**config.mk**
```make
export PLATFORM = sky130hd
export DESIGN_NAME = apu_seq
export DESIGN_NICKNAME = d
export VERILOG_FILES = /design/src/rtl/apu_pkg.sv /design/src/rtl/apu_loop_counter.sv /design/src/rtl/apu_seq.sv
export SDC_FILE = /design/constraint.sdc
export NUM_CORES = 1
export LEC_CHECK = 0
export CORE_MARGIN = 2
export CORE_UTILIZATION = 45
export CTS_CLUSTER_DIAMETER = 80
export DETAILED_ROUTE_END_ITERATION = 8
export HOLD_SLACK_MARGIN = 0.02
export PLACE_DENSITY = 0.67
export SETUP_SLACK_MARGIN = 0.5
export SYNTH_ARGS = -nofsm -noshare
export SYNTH_HDL_FRONTEND = slang
export SYNTH_SLANG_ARGS = --single-unit
```
**constraint.sdc**
```tcl
create_clock -name clk -period 2.5 [get_ports clk]
set_input_delay 0.25 -clock clk [delete_from_list [all_inputs] [get_ports clk]]
set_output_delay 0.25 -clock clk [all_outputs]
set_load 0.05 [all_outputs]
```
**src/rtl/apu_pkg.sv**
```systemverilog
// Shared types for the address-pattern sequencer.
package apu_pkg;

  // Sequencer control states.
  typedef enum logic [1:0] {
    StIdle = 2'd0,
    StRun  = 2'd1,
    StDone = 2'd2
  } apu_state_e;

  // Configuration register selector carried on cfg_field.
  typedef enum logic [1:0] {
    CfgBase   = 2'd0,
    CfgStride = 2'd1,
    CfgTrip   = 2'd2,
    CfgRsvd   = 2'd3
  } cfg_field_e;

endpackage

```
**src/rtl/apu_loop_counter.sv**
```systemverilog
// One nesting level of the odometer: index register, trip compare and carry-out.
module apu_loop_counter #(
  parameter int unsigned BITS = 8
) (
  input  logic            clk,
  input  logic            reset,
  input  logic            clear,
  input  logic            inc,
  input  logic [BITS-1:0] trip,
  output logic            at_last,
  output logic            carry
);

  logic [BITS-1:0] idx_d, idx_q;

  // Last-iteration detect; a trip of zero behaves like a trip of one.
  always_comb begin
    if (trip == '0) begin
      at_last = (idx_q == '0);
    end else begin
      at_last = (idx_q == (trip - BITS'(1)));
    end
    carry = inc & at_last;
  end

  // Advance on inc, wrapping to zero on the last iteration.
  always_comb begin
    idx_d = idx_q;
    if (clear) begin
      idx_d = '0;
    end else if (inc) begin
      idx_d = at_last ? '0 : idx_q + BITS'(1);
    end
  end

  // Index register.
  always_ff @(posedge clk) begin
    if (reset) begin
      idx_q <= '0;
    end else begin
      idx_q <= idx_d;
    end
  end

endmodule

```
**src/rtl/apu_seq.sv**
```systemverilog
// Nested-loop address sequencer: APU_CNT channels share one LOOP_CNT-deep odometer and
// stream base + sum(idx * stride) per channel, built purely from adders.
module apu_seq
  import apu_pkg::*;
#(
  parameter int unsigned BITS         = 8,
  parameter int unsigned LOG_LOOP_CNT = 1,
  parameter int unsigned LOG_APU_CNT  = 1
) (
  input  logic                                clk,
  input  logic                                reset,
  input  logic                                cfg_we,
  input  logic [1:0]                          cfg_field,
  input  logic [LOG_APU_CNT-1:0]              cfg_apu,
  input  logic [LOG_LOOP_CNT-1:0]             cfg_loop,
  input  logic [BITS-1:0]                     cfg_data,
  input  logic                                start,
  input  logic                                abort,
  input  logic                                out_ready,
  output logic                                out_valid,
  output logic [(2**LOG_APU_CNT)*BITS-1:0]    out_addr,
  output logic                                out_last,
  output logic                                busy,
  output logic                                done
);

  localparam int unsigned LOOP_CNT = 2 ** LOG_LOOP_CNT;
  localparam int unsigned APU_CNT  = 2 ** LOG_APU_CNT;

  apu_state_e state_d, state_q;
  logic       valid_d, valid_q;
  logic       busy_d, busy_q;
  logic       done_d, done_q;

  logic [BITS-1:0] base_d   [APU_CNT];
  logic [BITS-1:0] base_q   [APU_CNT];
  logic [BITS-1:0] stride_d [APU_CNT][LOOP_CNT];
  logic [BITS-1:0] stride_q [APU_CNT][LOOP_CNT];
  logic [BITS-1:0] trip_d   [LOOP_CNT];
  logic [BITS-1:0] trip_q   [LOOP_CNT];

  // acc[k][l] = base_k + sum over m >= l of idx_m * stride_{k,m}; acc[k][0] is the live address.
  logic [BITS-1:0] acc_d [APU_CNT][LOOP_CNT];
  logic [BITS-1:0] acc_q [APU_CNT][LOOP_CNT];

  logic [LOOP_CNT-1:0] inc;
  logic [LOOP_CNT-1:0] at_last;
  logic [LOOP_CNT-1:0] carry;

  logic cfg_en;
  logic launch;
  logic fire;

  // Qualify the control events for the current state.
  always_comb begin
    cfg_en = (state_q == StIdle) && cfg_we;
    launch = (state_q == StIdle) && start;
    // abort wins over a simultaneous handshake
    fire   = (state_q == StRun) && valid_q && out_ready && !abort;
  end

  // Odometer: level 0 steps on each accepted beat, higher levels on the carry below.
  for (genvar l = 0; l < LOOP_CNT; l++) begin : g_lvl
    if (l == 0) begin : g_first
      assign inc[l] = fire;
    end else begin : g_next
      assign inc[l] = carry[l-1];
    end

    apu_loop_counter #(
      .BITS (BITS)
    ) u_lvl (
      .clk     (clk),
      .reset   (reset),
      .clear   (launch),
      .inc     (inc[l]),
      .trip    (trip_q[l]),
      .at_last (at_last[l]),
      .carry   (carry[l])
    );
  end

  // Next state and registered status flags.
  always_comb begin
    state_d = state_q;
    unique case (state_q)
      StIdle: begin
        if (start) state_d = StRun;
      end
      StRun: begin
        if (abort) begin
          state_d = StIdle;
        end else if (fire && carry[LOOP_CNT-1]) begin
          // carry out of the outermost level marks the final beat
          state_d = StDone;
        end
      end
      StDone:  state_d = StIdle;
      default: state_d = StIdle;
    endcase
    valid_d = (state_d == StRun);
    busy_d  = (state_d == StRun);
    done_d  = (state_d == StDone);
  end

  // Configuration writes, accepted only while idle.
  always_comb begin
    base_d   = base_q;
    stride_d = stride_q;
    trip_d   = trip_q;
    if (cfg_en) begin
      unique case (cfg_field_e'(cfg_field))
        CfgBase:   base_d[cfg_apu] = cfg_data;
        CfgStride: stride_d[cfg_apu][cfg_loop] = cfg_data;
        CfgTrip:   trip_d[cfg_loop] = cfg_data;
        CfgRsvd:   ;
        default:   ;
      endcase
    end
  end

  // Incremental address update: the level that increments adds its stride and reloads all
  // inner accumulators, which restarts them at the new outer position.
  always_comb begin
    acc_d = acc_q;
    if (launch) begin
      for (int k = 0; k < APU_CNT; k++) begin
        for (int l = 0; l < LOOP_CNT; l++) begin
          acc_d[k][l] = base_d[k];
        end
      end
    end else begin
      for (int j = 0; j < LOOP_CNT; j++) begin
        if (inc[j] && !at_last[j]) begin
          for (int k = 0; k < APU_CNT; k++) begin
            for (int l = 0; l <= j; l++) begin
              acc_d[k][l] = acc_q[k][j] + stride_q[k][j];
            end
          end
        end
      end
    end
  end

  // State, configuration and accumulator registers.
  always_ff @(posedge clk) begin
    if (reset) begin
      state_q <= StIdle;
      valid_q <= 1'b0;
      busy_q  <= 1'b0;
      done_q  <= 1'b0;
      for (int k = 0; k < APU_CNT; k++) begin
        base_q[k] <= '0;
        for (int l = 0; l < LOOP_CNT; l++) begin
          stride_q[k][l] <= '0;
          acc_q[k][l]    <= '0;
        end
      end
      for (int l = 0; l < LOOP_CNT; l++) begin
        trip_q[l] <= '0;
      end
    end else begin
      state_q  <= state_d;
      valid_q  <= valid_d;
      busy_q   <= busy_d;
      done_q   <= done_d;
      base_q   <= base_d;
      stride_q <= stride_d;
      trip_q   <= trip_d;
      acc_q    <= acc_d;
    end
  end

  // Output mapping; channel 0 occupies the least significant bits.
  always_comb begin
    out_addr = '0;
    for (int k = 0; k < APU_CNT; k++) begin
      out_addr[k*BITS +: BITS] = acc_q[k][0];
    end
    out_valid = valid_q;
    out_last  = valid_q & (&at_last);
    busy      = busy_q;
    done      = done_q;
  end

endmodule

```
==> metrics, run 1 <==
largest cells by area after synthesis dfxtp_1, mux2i_1, nor2_1, ha_1, xnor2_1; sequential area share after synthesis 35.96%; crit path DAT 2.57 ns; GPL Wtd Cong 0.8426; count leader, synth nor2_1; top-area cell type share of the netlist area 35.96%; Worst path max stage delay 0.35 ns; CTS buffer count 17; CTS tree done; vias in the first global route 5,449; Final Core Density 62.42%; most common flop cell mapped by yosys dfxtp_1; DRC viols 0; Seq pwr share 38.2%; Commonest cells post-synth nor2_1, dfxtp_1, mux2i_1; # fillers 1,112; post-synthesis cell type count 61; Finished Cell Area 8698 sq um; worst-margin pin slew 0.5859 ns; Fin. Hold Viols 0; Peak VDD IR 511.3 uV; WL final 18,190 um; Logic pwr share 14.4%; total track usage 23.81%; Starting Density 46.34%; most used cell, CP xnor2_1; Cell Int Power 3.706 mW; Net Sw Power 1.357 mW; met3 global-route usage 4.716%; EDFF count, synth 0; Vias 5,521; met2 Use GR 40.66%; hold buffers post-CTS 0; Crit Path Category reg -> out; status complete, but fails checks; Synth area leader dfxtp_1; initial antenna violation count 0; CP cell instances inv_1 -> ha_1 -> xnor2_1 -> xnor2_1 -> nor4_2 -> o2111ai_2 -> nand2_2 -> buf_4 -> and3_4 -> buf_12; type of the tightest min-delay check in -> reg; Via density 5.472; layout cells sized above 1 27.14%; clock-pin slew on the worst setup and hold paths 0.05 ns; die width 123.8 um; post-route minimum period 2.821 ns; Cells after Synth 732; Slew headroom 60.82%; syn nets 790; clock buffer depth 2; CTS sink cnt 116; MaxCap Viol Count 0; fmax 0.3544 GHz; wire per inst 18.03 um; htree depth 4; critical-path maximum fanout 7; Antenna Cells 0; switching share of total power 26.81%; Crit. End Element primary output; RSZ-0062 raised after global routing true; total number of yosys warnings 0; number of I/O pins 38; pwr/cell area 582.0 nW/um^2; clock power share 47.5%; Synth Area per Inst 8.822 sq um; clock latency at the later pin of the worst-skew pair 0.42 ns; detailed-placement wirelength estimate 11,350 um; first-pass GRT wire length 27,590 um; fin. max-slew vios 0; Setup violations, final 49; IO buf count 37; P_leak 3.771 nW; post-synthesis cell area 6457 sq um; pin count of the biggest net entering global routing 45; setup ws final -0.3213 ns; Clock Tree Root clkbuf_16; Register Area 2332 sq um; placed inst area 7206 sq um; synthesized flop and latch total 116; Slowest-stage cell, CP nor4_2; met1 Use GR 29.49%; Cell Rows 43; Layout area overhead 34.70%; Die Span Y 123.8 um; clk_skew 0.009902 ns; Nets 874; CP required 2.25 ns; DRT Pass-1 Iters 5; async set or reset register ratio after synthesis 0%; CP Launch Type flop; Die ar. 15,320 sq um; Iteration-0 DRC Markers 352; failing checks setup timing; multi-input logic area 4307 sq um; aggregate global routing overflow 0; Tcrit/Tclk final 112.9%; grt peak-use layer met2; Antenna Nets Post-Route 0; Core Box Area 13,930 sq um
-- routing by layer --
| layer | wire, um | share of wire, % |
|---|---|---|
| met2 | 9136 | 50 |
| met5 | 0 | 0 |
| met1 | 7835 | 43 |
| met3 | 893 | 4.9 |
| met4 | 322 | 1.8 |
-- sequential cells by signal (all words and copies together), names as in the netlist --
signal	cells
trip_q	16
busy	1
acc_q	16
state_q	2
out_addr	16
base_q	16
g_lvl.u_lvl.idx_q	16
stride_q	32
done	1
-- power by group through the flow --
| stage | Clock, mW | Combinational [mW] | Sequential [mW] |
|---|---|---|---|
| 2_1_floorplan | 0 | 0.424 | 1.96 |
| 3_3_place_gp | 0 | 0.582 | 1.97 |
| 5_1_grt | 2.50 | 0.773 | 1.94 |
| 3_5_place_dp | 0 | 0.595 | 1.97 |
| 6_report | 2.40 | 0.728 | 1.93 |
| 4_1_cts | 2.43 | 0.677 | 1.93 |
-- cells by family (layout without fill, tap and decap cells) --
family / Yosys count / after routing / share of synthesized area [%]
AO/OA/AOI/OAI: 118 / 121 / 13.16
buffers and inverters: 78 / 172 / 6.162
adder cells (fa/ha/maj): 40 / 40 / 8.215
multiplexers: 67 / 67 / 10.39
AND/OR/NAND/NOR: 257 / 257 / 18.52
XOR/XNOR: 56 / 56 / 7.595
flip-flops: 116 / 116 / 35.96
-- cells in the final DEF (no fill, tap or decap), types with 7 or more instances in the layout --
cell             netlist  layout
a21oi_1               39      25
a21oi_2                8      13
a21oi_4                0       9
a311oi_2               1       7
buf_4                 18      55
buf_6                  4      21
clkbuf_16              0      17
clkdlybuf4s50_1        0      35
dfxtp_1              116     112
ha_1                  36      33
inv_1                 21      17
mux2i_1               67      67
nand2_1               47      35
nand2_2                0      11
nand2b_1               9       9
nand3_1               12       8
nor2_1               127     117
nor3_1                19      13
o21ai_0               15      11
xnor2_1               31      30
xor2_1                25      25
-- area by class of cell --
cell class / instances / share of cell area, %
Sequential cell: 116 / 26.81
Timing Repair Buffer: 119 / 13.39
Tap cell: 180 / 2.589
Clock inverter: 13 / 1.525
Multi-Input combinational cell: 541 / 49.51
Inverter: 21 / 0.9638
Clock buffer: 19 / 5.207
-- worst paths after layout --
path	end	slack [ns]	depth (start not counted)	start
setup / recovery	out_last	-0.32	10	trip_q[0]$_SDFFE_PP0P_
setup reg to reg	out_addr[15]$_SDFFE_PP0P_	-0.24	12	g_lvl[0].u_lvl.idx_q[0]$_SDFFE_PP0P_
hold / removal	trip_q[2]$_SDFFE_PP0P_	0.29	2	reset
hold reg to reg	acc_q[19]$_SDFFE_PP0P_	0.47	2	acc_q[19]$_SDFFE_PP0P_
-- metrics by stage --
stage / hold WS [ns] / total power, mW / setup WS (ns) / cells / setup TNS (ns)
CTS: 0.2626 / 5.034 / -0.2175 / 1000 / -4.203
detailed placement: 0.4509 / 2.565 / -0.1856 / 943 / -3.231
global route: 0.3099 / 5.208 / -0.4458 / 1009 / -11.00
finish: 0.2932 / 5.063 / -0.3213 / 1009 / -6.352
global placement: 0.4462 / 2.551 / -0.07975 / 943 / -0.7493
floorplan: 0.4400 / 2.388 / -0.008177 / 732 / -0.008177
-- timing repair --
action / CTS / global route
pin swaps: 32 / 37
setup endpoints to repair: 53 / 53
gates resized for setup: 69 / 66
hold endpoints to repair: 0 / 0
buffers inserted: 19 / 9
cloned: 6 / 0
-- worst max-delay path, delay by kind of cell, from the launching register on --
kind            cells  cell delay (ns)
compound gates      1             0.25
xor+xnor            2             0.29
fa+ha+maj           1             0.22
buf+inv             3             0.36
flops               1             0.33
simple gates        3             0.70
(Power assumes the default switching activity.)
==> run 2, diff against run 1 <==
PLACE_DENSITY = 0.7   (was 0.67)
==> metrics, run 2 (same netlist as run 1, synthesis figures left out) <==
status complete, but fails checks; failing checks setup timing; CP cell instances inv_2 -> ha_4 -> or4b_4 -> nor4_4 -> nand3_2 -> o211a_4 -> a211o_4 -> buf_6 -> buf_12 -> o21a_4 -> nand2_1 -> a311oi_2; WL final 19,110 um (+5.0%); clock power share 47.5% (about the same); Cell Rows 43 (unchanged); DRT Pass-1 Iters 5 (unchanged); worst-margin pin slew 0.7131 ns (+0.1272 ns); # fillers 1,061 (-4.6%); first-pass GRT wire length 29,440 um (+6.7%); most common cell after layout, fill and taps aside nor2_1; clock-pin slew on the worst setup and hold paths 0.06 ns (about the same); Peak VDD IR 612.8 uV (+20%); MaxCap Viol Count 0 (unchanged); RSZ-0062 raised after global routing true; Finished Cell Area 8836 sq um (+1.6%); placed inst area 7248 sq um (+0.59%); P_leak 3.817 nW (+1.2%); multi-input logic area 4382 sq um (+1.7%); crit path DAT 3.00 ns (+0.43 ns); Iteration-0 DRC Markers 434 (+23%); Die ar. 15,320 sq um (unchanged); Setup violations, final 40 (-18%); Layout area overhead 36.83%; max reg flops 32 (unchanged); pwr/cell area 583.6 nW/um^2 (+0.27%); type of the tightest min-delay check in -> reg; detailed-placement wirelength estimate 11,630 um (+2.4%); CTS buffer count 17 (unchanged); Worst Min Path Start reset; clk_skew 0.008523 ns (-0.001379 ns); r2r setup slk -0.22 ns (+0.02 ns); Antenna Nets Post-Route 0 (unchanged); clock buffer depth 2 (unchanged); Seq pwr share 37.5% (-0.7 points); die width 123.8 um (unchanged); IO buf count 37 (unchanged); Crit. End Element flop; Hold EP trip_q[2]$_SDFFE_PP0P_; pin count of the biggest net entering global routing 60 (+33%); Slowest-stage cell, CP or4b_4; Tcrit/Tclk final 109.0% (-3.9 points); Nets 883 (+1.0%); Final Core Density 63.41% (+0.99 points); Core Box Area 13,930 sq um (unchanged); CTS sink cnt 116 (unchanged); Largest Register stride_q; DRC viols 0 (unchanged); CP Launch Type flop; Clock Tree Root clkbuf_16; post-route minimum period 2.724 ns (-0.09687 ns); number of I/O pins 38 (unchanged); Via density 5.687 (+3.9%); fmax 0.3671 GHz (+3.6%); CTS tree done; wire per inst 18.77 um (+4.1%); Logic pwr share 15.0% (+0.6 points); hold depth 2 (unchanged); fin. max-slew vios 0 (unchanged); vias in the first global route 5,768 (+5.9%); critical-path maximum fanout 6 (-1); initial antenna violation count 0 (unchanged); Crit Path Category reg -> reg; R2R Path End out_addr[3]$_SDFFE_PP0P_; CP required 2.77 ns (+0.52 ns); worst r2r src g_lvl[0].u_lvl.idx_q[0]$_SDFFE_PP0P_; Die Span Y 123.8 um (unchanged); htree depth 4 (unchanged); commonest cells after routing, fill and taps aside nor2_1, dfxtp_1, mux2i_1, buf_4, clkdlybuf4s50_1; Cell Int Power 3.730 mW (+0.67%); Antenna Cells 0 (unchanged); layout cells sized above 1 29.47% (+2.3 points); Worst R2R Path Depth 12 (unchanged); Register Area 2332 sq um (unchanged); Worst path max stage delay 0.46 ns (+0.11 ns); total track usage 25.20% (+1.4 points); setup ws final -0.2244 ns (+0.09687 ns); GPL Wtd Cong 0.8711 (+3.4%); Net Sw Power 1.426 mW (+5.1%); Vias 5,789 (+4.9%); switching share of total power 27.66% (+0.85 points); Slew headroom 52.46% (-8.4 points); Fin. Hold Viols 0 (unchanged); aggregate global routing overflow 0 (unchanged); clock latency at the later pin of the worst-skew pair 0.42 ns (about the same); Starting Density 46.34% (unchanged)
-- run 2: final cells by class --
class / count / share of cell area, %
Multi-Input combinational cell: 541 / 49.59
Clock inverter: 13 / 1.515
Clock buffer: 19 / 5.126
Tap cell: 180 / 2.549
Timing Repair Buffer: 128 / 13.93
Inverter: 21 / 0.8921
Sequential cell: 116 / 26.39
-- run 2: power by group through the flow --
stage,clock network (mW),registers [mW],logic [mW]
floorplan,0,1.96,0.424
global placement,0,1.97,0.578
detailed placement,0,1.97,0.593
CTS,2.45,1.93,0.707
global route,2.54,1.94,0.813
finish,2.45,1.93,0.773
-- run 2: critical path, delay by kind of cell, from the launching register on --
family	cells	cell delay (ns)
compound gates	4	0.89
fa+ha+maj	1	0.12
buf+inv	3	0.35
flops	1	0.33
simple gates	4	0.88
-- run 2: worst max-delay path by stage --
stage	startpoint	endpoint	slack, ns	cells past startpoint
global route	trip_q[8]$_SDFFE_PP0P_	out_last	-0.32	11
detailed placement	trip_q[0]$_SDFFE_PP0P_	out_addr[6]$_SDFFE_PP0P_	-0.24	9
global placement	trip_q[0]$_SDFFE_PP0P_	out_addr[1]$_SDFFE_PP0P_	-0.17	11
CTS	g_lvl[0].u_lvl.idx_q[0]$_SDFFE_PP0P_	out_addr[3]$_SDFFE_PP0P_	-0.19	12
finish	g_lvl[0].u_lvl.idx_q[0]$_SDFFE_PP0P_	out_addr[3]$_SDFFE_PP0P_	-0.22	12
floorplan	g_lvl[0].u_lvl.idx_q[0]$_SDFFE_PP0P_	out_addr[9]$_SDFFE_PP0P_	-0.008	11
-- run 2: stage by stage --
stage / setup slack [ns] / instances / power, mW / hold WS, ns / setup TNS [ns]
floorplan: -0.008177 / 732 / 2.388 / 0.4400 / -0.008177
global placement: -0.1657 / 947 / 2.548 / 0.4465 / -1.387
detailed placement: -0.2366 / 947 / 2.563 / 0.4552 / -4.495
CTS: -0.1934 / 1010 / 5.087 / 0.3378 / -3.721
global route: -0.3187 / 1018 / 5.297 / 0.3781 / -8.498
finish: -0.2244 / 1018 / 5.157 / 0.3635 / -5.509
-- run 2: layer usage --
layer	wire (um)	track usage, %	vias up
met5	0	0	-
met4	655	12.43	0
met3	884	5.907	48
met2	9460	42.69	183
met1	8104	29.87	2855
li1	-	-	2703
-- run 2: timing repair --
action                     4_1_cts  5_1_grt
resized for setup               93       53
buffers inserted                28        8
setup endpoints to repair       53       53
pin swaps                       47       25
cloned                           3        0
hold buffers                     0        0
